--- src/rtl/dcb_rr_arb_mux.sv ---
// Round-robin / fixed-priority arbiter feeding one registered output stage with valid/ready.
// The grant vector is also the pop strobe back to each requester queue.

module dcb_rr_arb_lane #(
    parameter int WIDTH = 3
) (
    input  logic [WIDTH-1:0] din,
    input  logic             grant,
    input  logic             req,
    input  logic             req_q,
    input  logic             grant_q,
    output logic [WIDTH-1:0] data,
    output logic             wd
);
    // One-hot AND-OR mux leg: only the granted lane contributes data.
    assign data = din & {WIDTH{grant}};
    assign wd   = req_q && !grant_q && !req;
endmodule

module dcb_rr_arb_mux #(
    parameter int WIDTH       = 3,
    parameter int CNT         = 6,
    parameter int RR_EN       = 1,
    parameter int PROTO_CHECK = 1,
    parameter int ID_W        = $clog2(CNT)
) (
    input  logic                 clk,
    input  logic                 rst,
    input  logic [CNT-1:0]       req,
    input  logic [CNT*WIDTH-1:0] din,
    output logic [CNT-1:0]       grant,
    output logic                 dout_vld,
    output logic [WIDTH-1:0]     dout,
    output logic [ID_W-1:0]      dout_id,
    input  logic                 dout_rdy,
    output logic                 err
);
    logic [ID_W-1:0]            ptr;
    logic [ID_W-1:0]            win;
    logic                       found;
    int                         idx;
    logic                       can_acc;
    logic                       accept;
    logic [CNT-1:0]             req_q;
    logic [CNT-1:0]             grant_q;
    logic [CNT-1:0]             wd;
    logic [CNT-1:0][WIDTH-1:0]  lane_data;
    logic [WIDTH-1:0]           sel_data;

    assign can_acc = !dout_vld || dout_rdy;
    assign accept  = can_acc && |req && !rst;

    // RR searches ptr+1, ptr+2, ... mod CNT; fixed priority searches from index 0.
    always_comb begin
        win   = '0;
        found = 1'b0;
        idx   = 0;
        for (int k = 1; k <= CNT; k++) begin
            idx = (RR_EN != 0) ? (int'(ptr) + k) % CNT : k - 1;
            if (!found && req[idx]) begin
                win   = ID_W'(idx);
                found = 1'b1;
            end
        end
    end

    assign grant = accept ? (CNT'(1) << win) : '0;

    for (genvar i = 0; i < CNT; i++) begin : g_lane
        dcb_rr_arb_lane #(.WIDTH(WIDTH)) u_lane (
            .din     (din[i*WIDTH +: WIDTH]),
            .grant   (grant[i]),
            .req     (req[i]),
            .req_q   (req_q[i]),
            .grant_q (grant_q[i]),
            .data    (lane_data[i]),
            .wd      (wd[i])
        );
    end

    always_comb begin
        sel_data = '0;
        for (int i = 0; i < CNT; i++) sel_data = sel_data | lane_data[i];
    end

    always_ff @(posedge clk) begin
        if (rst) begin
            dout_vld <= 1'b0;
            dout     <= '0;
            dout_id  <= '0;
            ptr      <= ID_W'(CNT - 1);
            req_q    <= '0;
            grant_q  <= '0;
            err      <= 1'b0;
        end else begin
            req_q   <= req;
            grant_q <= grant;
            // A request that disappears without having been granted is a queue protocol bug.
            if (PROTO_CHECK != 0 && |wd) err <= 1'b1;
            if (accept) begin
                dout     <= sel_data;
                dout_id  <= win;
                dout_vld <= 1'b1;
                if (RR_EN != 0) ptr <= win;
            end else if (dout_rdy) begin
                dout_vld <= 1'b0;
            end
        end
    end
endmodule

--- config.mk ---
export PLATFORM = sky130hd
export DESIGN_NAME = dcb_rr_arb_mux
export DESIGN_NICKNAME = d
export VERILOG_FILES = /design/src/rtl/dcb_rr_arb_mux.sv
export SDC_FILE = /design/constraint.sdc
export NUM_CORES = 1
export LEC_CHECK = 0
export ABC_AREA = 1
export CAP_MARGIN = 20
export CORE_MARGIN = 2
export CORE_UTILIZATION = 35
export CTS_CLUSTER_SIZE = 20
export DETAILED_ROUTE_END_ITERATION = 7
export PLACE_DENSITY = 0.67
export SLEW_MARGIN = 20
export SYNTH_ARGS = -nofsm -noshare
export SYNTH_HDL_FRONTEND = slang
export SYNTH_SLANG_ARGS = --single-unit
--- constraint.sdc ---
create_clock -name clk -period 3.1 [get_ports clk]
set_input_delay 0.465 -clock clk [delete_from_list [all_inputs] [get_ports clk]]
set_output_delay 0.465 -clock clk [all_outputs]
set_load 0.01 [all_outputs]
* Word-level counts from Yosys, hierarchy flattened *
Index checks and enable logic that the tools add are counted.
W data, S select, Z words.

word-level totals
  output and inout bits = 14
  bits in registers = 23
  word-level logic and storage cells = 111
  input bits = 27

operators by class
  bitwise gates (word level) = 11
  multiplexer cells = 32
  shift-type cells = 1
  add/sub/neg operators = 6
  reduce and logical (&&, ||, !) cells = 42
  divide/modulo/power cells = 6
  order comparisons = 6

operators with widths
  cell                     count
  $lt A32 B5 Y1 const B    6
  $mod A32 B4 Y32 const B  6
  $logic_and A1 B1 Y1      19
  $logic_not A1 Y1         19
  $mux W1                  19
  $and A3 B3 Y3            6
  $bmux W1 S3              6
  $mux W3                  6
  $or A3 B3 Y3             5
  $add A3 B3 Y4 const B    3
  $reduce_or A6 Y1         2
  $add A3 B2 Y4 const B    2
  $mux W6                  1
  $shl A1 B3 Y6 const A    1
  $add A3 B1 Y4 const B    1
  $reduce_bool A2 Y1       1
  $logic_or A1 B1 Y1       1

* Longest topological paths before layout *
Gate-level depths: netlist of the first run.

  depth in word-level cells = 29
  depth in mapped cells = 30
  depth with buffers taken out = 28

* Cells and area by module *
From an unflattened synthesis of the first run, not the netlist that was laid out.

second synthesis, totals
  cells, all modules = 326
  area total of the unflattened synthesis = 1923.1 um^2

by module, submodules not included
  module           cells each  instances  area an instance (um^2)
  dcb_rr_arb_mux   272         1          1705.4
  dcb_rr_arb_lane  9           6          36.3

* Worst setup path after synthesis of the first run *
Ideal clock, no wire load.

  kind = flip-flop to output port
  start = register dout_id[1] (netlist name)
  end = output grant[2]
  cell stages (with the launch flop) = 23
  slack = -0.275 ns
  data required time = 2.635 ns
  data arrival time = 2.910 ns
  path through = dfxtp_1 inv_1 ha_1 a21oi_4 inv_2 ha_1 nor2_1 nand3_1 nand2_1 nand3_1 nand2_2 nand2_1 nand3_2 nand2_2 nor2_2 nand2_1 nor2_1 nor2_2 nand3_4 buf_6 inv_1 nor3_1 buf_4

RTL lines
  item           RTL line  text
  end, declared  31        output logic [CNT-1:0] grant,

==> flow_summary.toml, run 1 <==
[cells_and_area]
n_antenna_cell = 0
layout-drive-gt1-share_pct = 46.5
finalNonFillerCells = 496
synthToLayoutAreaGrowth_pct = 70.9
area.sequential_um2 = 447
nNetsFinal = 462
fill_cells = 456
final_cell_area_mm2 = 0.00346
multi_input_area_mm2 = 0.00160

[drt]
wl_per_cell_um = 13.0
wl_met3_um = 339
postRouteAntennaNets = 0
wl_met2_um = 3310
num_vias = 2411
via_per_inst = 4.86
top_layer_used = "met4"
route.detailed.drc = 0
drtPass1Iterations = 4
drtIter0Drc = 119
m1WireLength_um = 2690
wl_um = 6430

[critical_path]
reg2reg_depth = 26
crit_fanout = 4
required_ns = 2.63
end_kind = "primary output"
cp-start-kind = "flip-flop"
r2r-end = "dout[2]$_SDFFE_PP0P_"
r2r-start = "dout_id[1]$_SDFFE_PP0P_"
r2r_slack_ns = -0.01
path_class = "reg2out"
arrival_ns = 3.00

[die]
initial_core_util_pct = 36.5
die_width_um = 80.0
die_area_mm2 = 0.00640
top_level_ports = 41
rows = 27
coreArea_mm2 = 0.00554
die_h_um = 80.0

[synthesis]
syn_inst = 313
ys.warnings.count = 0
synth_nets = 350
synth_seq_cells = 22
ys_seq_area_share_pct = 21.8
avgSynthCellArea_um2 = 6.46
async_flop_share_pct = 0
ys.flop_type = "dfxtp_1"
synth_edf_count = 0
ys_types = 34
syn-cell-area_mm2 = 0.00202

[sta]
worstMarginPinSlew_ns = 0.398
hold_viol_final = 0
relSlewSlack_pct = 72.8
rsz0062_at_grt = "yes"
setup_violations = 9
finalWorstSetupSlack_ns = -0.367
slew_viol_final = 0
timing.final.crit_share_pct = 112
fmax_ghz = 0.288
finalCriticalPeriod_ns = 3.47
clock-skew-final_ns = 0.0101

[clocking]
root_buffer = "clkbuf_8"
clkTransAtPathRegs_ns = 0.09
clk_path_buf_depth = 2
worstSkewPairLatency_ns = 0.27
ctsHoldBuffers = 0
cts_sinks = 22
cts_tree = "done"
htreeDepth = 1
numCtsBuffers = 3

[global_route]
grt_overflow = 0
grt_use_total_pct = 19.6
grt_pass1_vias = 2366
grt_max_degree = 15
grt_pass1_wl_um = 10100
antenna_found_initial = 0

[job]
maxCapViolations = 0

[status]
violations = "setup timing"
outcome = "finished with violations"

[worst_hold_path]
holdPathStages = 2
hold_class = "reg2reg"
holdCritStartpoint = "req_q[4]$_SDFF_PP0_"
hold_path_end = "err$_SDFFE_PP0P_"

[placement]
place.detailed.hpwl_um = 4460
placed_cells = 473
place.gp.congestion = 0.863
port-buffer-count = 40
placed_cell_area_mm2 = 0.00294
## cell usage in the layout, fill, tap and decap left out, drive strengths merged
| cell | n |
|---|---|
| a2111oi | 1 |
| a21oi | 11 |
| a31oi | 2 |
| buf | 87 |
| bufinv | 1 |
| clkbuf | 3 |
| clkdlybuf4s50 | 34 |
| dfxtp | 22 |
| ha | 10 |
| inv | 52 |
| nand2 | 87 |
| nand3 | 52 |
| nand4 | 6 |
| nor2 | 35 |
| nor3 | 6 |
| nor4 | 1 |
| o211ai | 1 |
| o21a | 1 |
| o21ai | 8 |
| o22ai | 3 |
| or2 | 1 |
## per-stage QoR
| step | utilization [%] | hold WS (ns) | setup slack (ns) | TNS [ns] |
|---|---|---|---|---|
| floorplan | - | 0.448 | -0.164 | -0.687 |
| global placement | 53.0 | 0.456 | -0.508 | -2.75 |
| detailed placement | 53.0 | 0.456 | -0.583 | -3.17 |
| CTS | 57.9 | 0.467 | -0.283 | -1.60 |
| global route | 62.4 | 0.494 | -0.541 | -3.54 |
| finish | 62.4 | 0.466 | -0.367 | -1.97 |
## cells by family (layout without fill, tap and decap cells)
kind of cell    Yosys count  in the layout  share of synthesized area, %
compound gates           27             27                          8.16
fa+ha+maj                10             10                          6.18
buf+inv                  66            177                          15.1
flops                    22             22                          21.8
simple gates            188            188                          48.8
## registers in the layout (all words and copies together), names as in the netlist
register	cells
grant_q	6
req_q	6
dout	3
dout_id	3
ptr	2
dout_vld	1
err	1
## synth_stat cells, types with 2 or more instances
cell	instances	area, µm²
clkbuf_1	3	11.3
nor3_1	6	30.0
nand2_4	2	22.5
o22ai_1	3	18.8
o21ai_1	4	20.0
nor2_4	3	33.8
buf_6	3	33.8
inv_1	43	161
o21ai_0	4	20.0
nor2_1	29	109
buf_4	8	60.1
nand3_2	9	90.1
dfxtp_1	22	440
a31oi_1	2	12.5
nor2_2	2	12.5
a21oi_1	9	45.0
nand4_1	5	31.3
inv_4	2	12.5
nand2_2	15	93.8
nand3_1	41	205
nand3_4	2	35.0
nand2_1	69	259
inv_2	7	26.3
ha_1	10	125
## worst max-delay path, cell delays in order (launching register included)
cell     delay [ns]
dfxtp_4        0.39
inv_6          0.05
ha_4           0.16
a21oi_4        0.14
inv_2          0.07
ha_4           0.24
nor2_4         0.08
nand3_2        0.08
nand2_4        0.10
nand3_4        0.10
nand2_4        0.09
nand2_2        0.06
nand3_2        0.08
nand2_4        0.08
inv_2          0.07
nand2_4        0.07
nor2_4         0.16
nand3_2        0.12
nand3_4        0.13
buf_6          0.11
nand2_4        0.06
nor3_4         0.12
buf_2          0.16
## routing by layer
layer,GRT usage [%],vias to the layer above
met4,3.39,0
met3,3.28,12
li1,-,1214
met1,24.3,1109
met2,35.8,76
met5,0,-
## how the worst max path moves through the flow
stage | from | to | slack (ns) | cells after the start
final | dout_id[1]$_SDFFE_PP0P_ | grant[5] | -0.37 | 22
after global routing | ptr[0]$_SDFFE_PP1P_ | grant[4] | -0.54 | 24
after CTS | dout_id[1]$_SDFFE_PP0P_ | grant[4] | -0.28 | 22
after detailed placement | dout_id[1]$_SDFFE_PP0P_ | grant[4] | -0.58 | 21
after global placement | req[4] | grant[4] | -0.51 | 14
after floorplan | ptr[0]$_SDFFE_PP1P_ | grant[2] | -0.16 | 25
## area by class of cell
| class | instances | area share [%] |
|---|---|---|
| multi-input combinational | 225 | 46.2 |
| timing repair buffer | 121 | 30.0 |
| sequential | 22 | 12.9 |
| inverter | 52 | 6.22 |
| tap | 72 | 2.60 |
| clock buffer | 3 | 1.19 |
| clock inverter | 1 | 0.868 |
## timing repair
action                                  in CTS  in global routing
gates resized for setup                     59                 44
pin swaps                                   26                 28
endpoints found under the setup margin       6                 10
setup buffers                               11                  9
Power of run 1 is not shown: default switching activity piles up to over one toggle a cycle in this logic, so the estimate is an artifact.
==> inputs of run 2 (changes only) <==
- MAX_ROUTING_LAYER: unset -> met4
==> run 2 against run 1 <==
Critical path depth stayed put. First-iteration DRC count is the same. Setup slack better by 0.0076 ns. The flow still finishes with violations (setup timing). Largest cell class unchanged. Clock skew barely moved. Maximum frequency increased by 0.22%. Sequential share of layout area unchanged. Global-route usage up 0.52 points. Design area did not move. Hold slack barely moved.
==> flow_summary.toml, run 2 (synthesis gave the netlist of run 1 again) <==
[critical_path]
path_cells = "inv_6, ha_4, a21oi_4, inv_2, ha_4, nor2_4, nand3_2, nand2_4, nand3_4, nand2_4, nand2_2, nand3_2, nand2_4, inv_2, nand2_4, nor2_4, nand3_2, nand3_4, buf_6, nand2_4, nor3_4, buf_2"
slowest_stage = "dfxtp_4"
path_class = "reg2out"
slowest_delay_ns = 0.39
cp-start-kind = "flip-flop"
end_kind = "primary output"
crit_fanout = 4
critPathTopFamily = "simple AND/OR/NAND/NOR gates"
arrival_ns = 2.99
cp_common_cell = "nand2_4"
required_ns = 2.63
crit_buf_inv = 5

[die]
top_level_ports = 41
die_h_um = 80.0
die_width_um = 80.0
initial_core_util_pct = 36.5
coreArea_mm2 = 0.00554
rows = 27
die_area_mm2 = 0.00640

[placement]
port-buffer-count = 40
place.detailed.hpwl_um = 4460
place.gp.congestion = 0.876

[sta]
finalWorstSetupSlack_ns = -0.360
clock-skew-final_ns = 0.0104
rsz0062_at_grt = "yes"
relSlewSlack_pct = 72.5
slew_viol_final = 0
hold_viol_final = 0
setup_violations = 9
fmax_ghz = 0.289
finalCriticalPeriod_ns = 3.46
worstMarginPinSlew_ns = 0.402
timing.final.crit_share_pct = 112
whs_ns = 0.466

[global_route]
grt_use_total_pct = 20.1
grt_pass1_vias = 2369
grt_pass1_wl_um = 10100
grt_max_degree = 15
antenna_found_initial = 0
grt_overflow = 0

[cells_and_area]
reg_top3 = "grant_q: 6 flops, req_q: 6 flops"
layout_common_cells = "buf_4, nand2_1, inv_1, clkdlybuf4s50_1, nand3_1"
final_common_cell = "buf_4"
synthToLayoutAreaGrowth_pct = 70.9
fin_util_pct = 62.4
layout-drive-gt1-share_pct = 46.5
n_antenna_cell = 0
nNetsFinal = 462

[drt]
drtPass1Iterations = 4
num_vias = 2418
drtIter0Drc = 119
wl_per_cell_um = 13.0
route.detailed.drc = 0
wl_um = 6470
via_per_inst = 4.88
postRouteAntennaNets = 0

[status]
violations = "setup timing"
outcome = "finished with violations"

[clocking]
clk_path_buf_depth = 2
worstSkewPairLatency_ns = 0.27
cts_sinks = 22
numCtsBuffers = 3
clkTransAtPathRegs_ns = 0.09
root_buffer = "clkbuf_8"
cts_tree = "done"
htreeDepth = 1

[worst_hold_path]
hold_class = "reg2reg"

[job]
maxCapViolations = 0
[run 2: cell counts in the layout (fill, tap and decap cells not counted)]
Identical to the previous run, type by type.
[run 2: metal layers]
metal | track usage, % | wire, µm | vias up
met5 | - | 0 | -
met4 | 3.39 | 92 | 0
met3 | 3.28 | 339 | 14
met2 | 35.8 | 3320 | 77
met1 | 24.3 | 2720 | 1113
li1 | - | - | 1214
[run 2: worst paths after layout]
check,startpoint,end,slack [ns],cells past startpoint
min reg2reg,req_q[4]$_SDFF_PP0_,err$_SDFFE_PP0P_,0.47,2
max,dout_id[1]$_SDFFE_PP0P_,grant[4],-0.36,22
min,req_q[4]$_SDFF_PP0_,err$_SDFFE_PP0P_,0.47,2
max reg2reg,dout_id[1]$_SDFFE_PP0P_,dout[2]$_SDFFE_PP0P_,-0.02,26
[run 2: worst register-to-register path: cells and delay by family, from the launching register on]
kind / cells / cell delay (ns)
AO/OA/AOI/OAI: 2 / 0.20
adder cells (fa/ha/maj): 2 / 0.40
buffers and inverters: 6 / 0.58
flip-flops: 1 / 0.39
AND/OR/NAND/NOR: 16 / 1.47
[run 2: area by class of cell]
cell class | count | area (µm²)
clock inverter | 1 | 30.0
multi-input combinational | 225 | 1600
tap | 72 | 90.1
fill | 456 | 2080
inverter | 52 | 215
timing repair buffer | 121 | 1040
sequential | 22 | 447
clock buffer | 3 | 41.3
[run 2: per-stage QoR]
| step | worst slack [ns] | instances | setup TNS [ns] | instance area [µm²] |
|---|---|---|---|---|
| 2_1_floorplan | -0.164 | 313 | -0.687 | 2100 |
| 3_3_place_gp | -0.508 | 473 | -2.75 | 2940 |
| 3_5_place_dp | -0.583 | 473 | -3.17 | 2940 |
| 4_1_cts | -0.283 | 488 | -1.60 | 3210 |
| 5_1_grt | -0.541 | 496 | -3.54 | 3460 |
| 6_report | -0.360 | 496 | -1.99 | 3460 |
[run 2: timing repair]
| item | 4_1_cts | 5_1_grt |
|---|---|---|
| hold buffers | 0 | 0 |
| endpoints found under the setup margin | 6 | 10 |
| resized for setup | 59 | 44 |
| buffers inserted | 11 | 9 |
| pin swaps | 26 | 28 |
Power of run 2 is left out for the same reason.
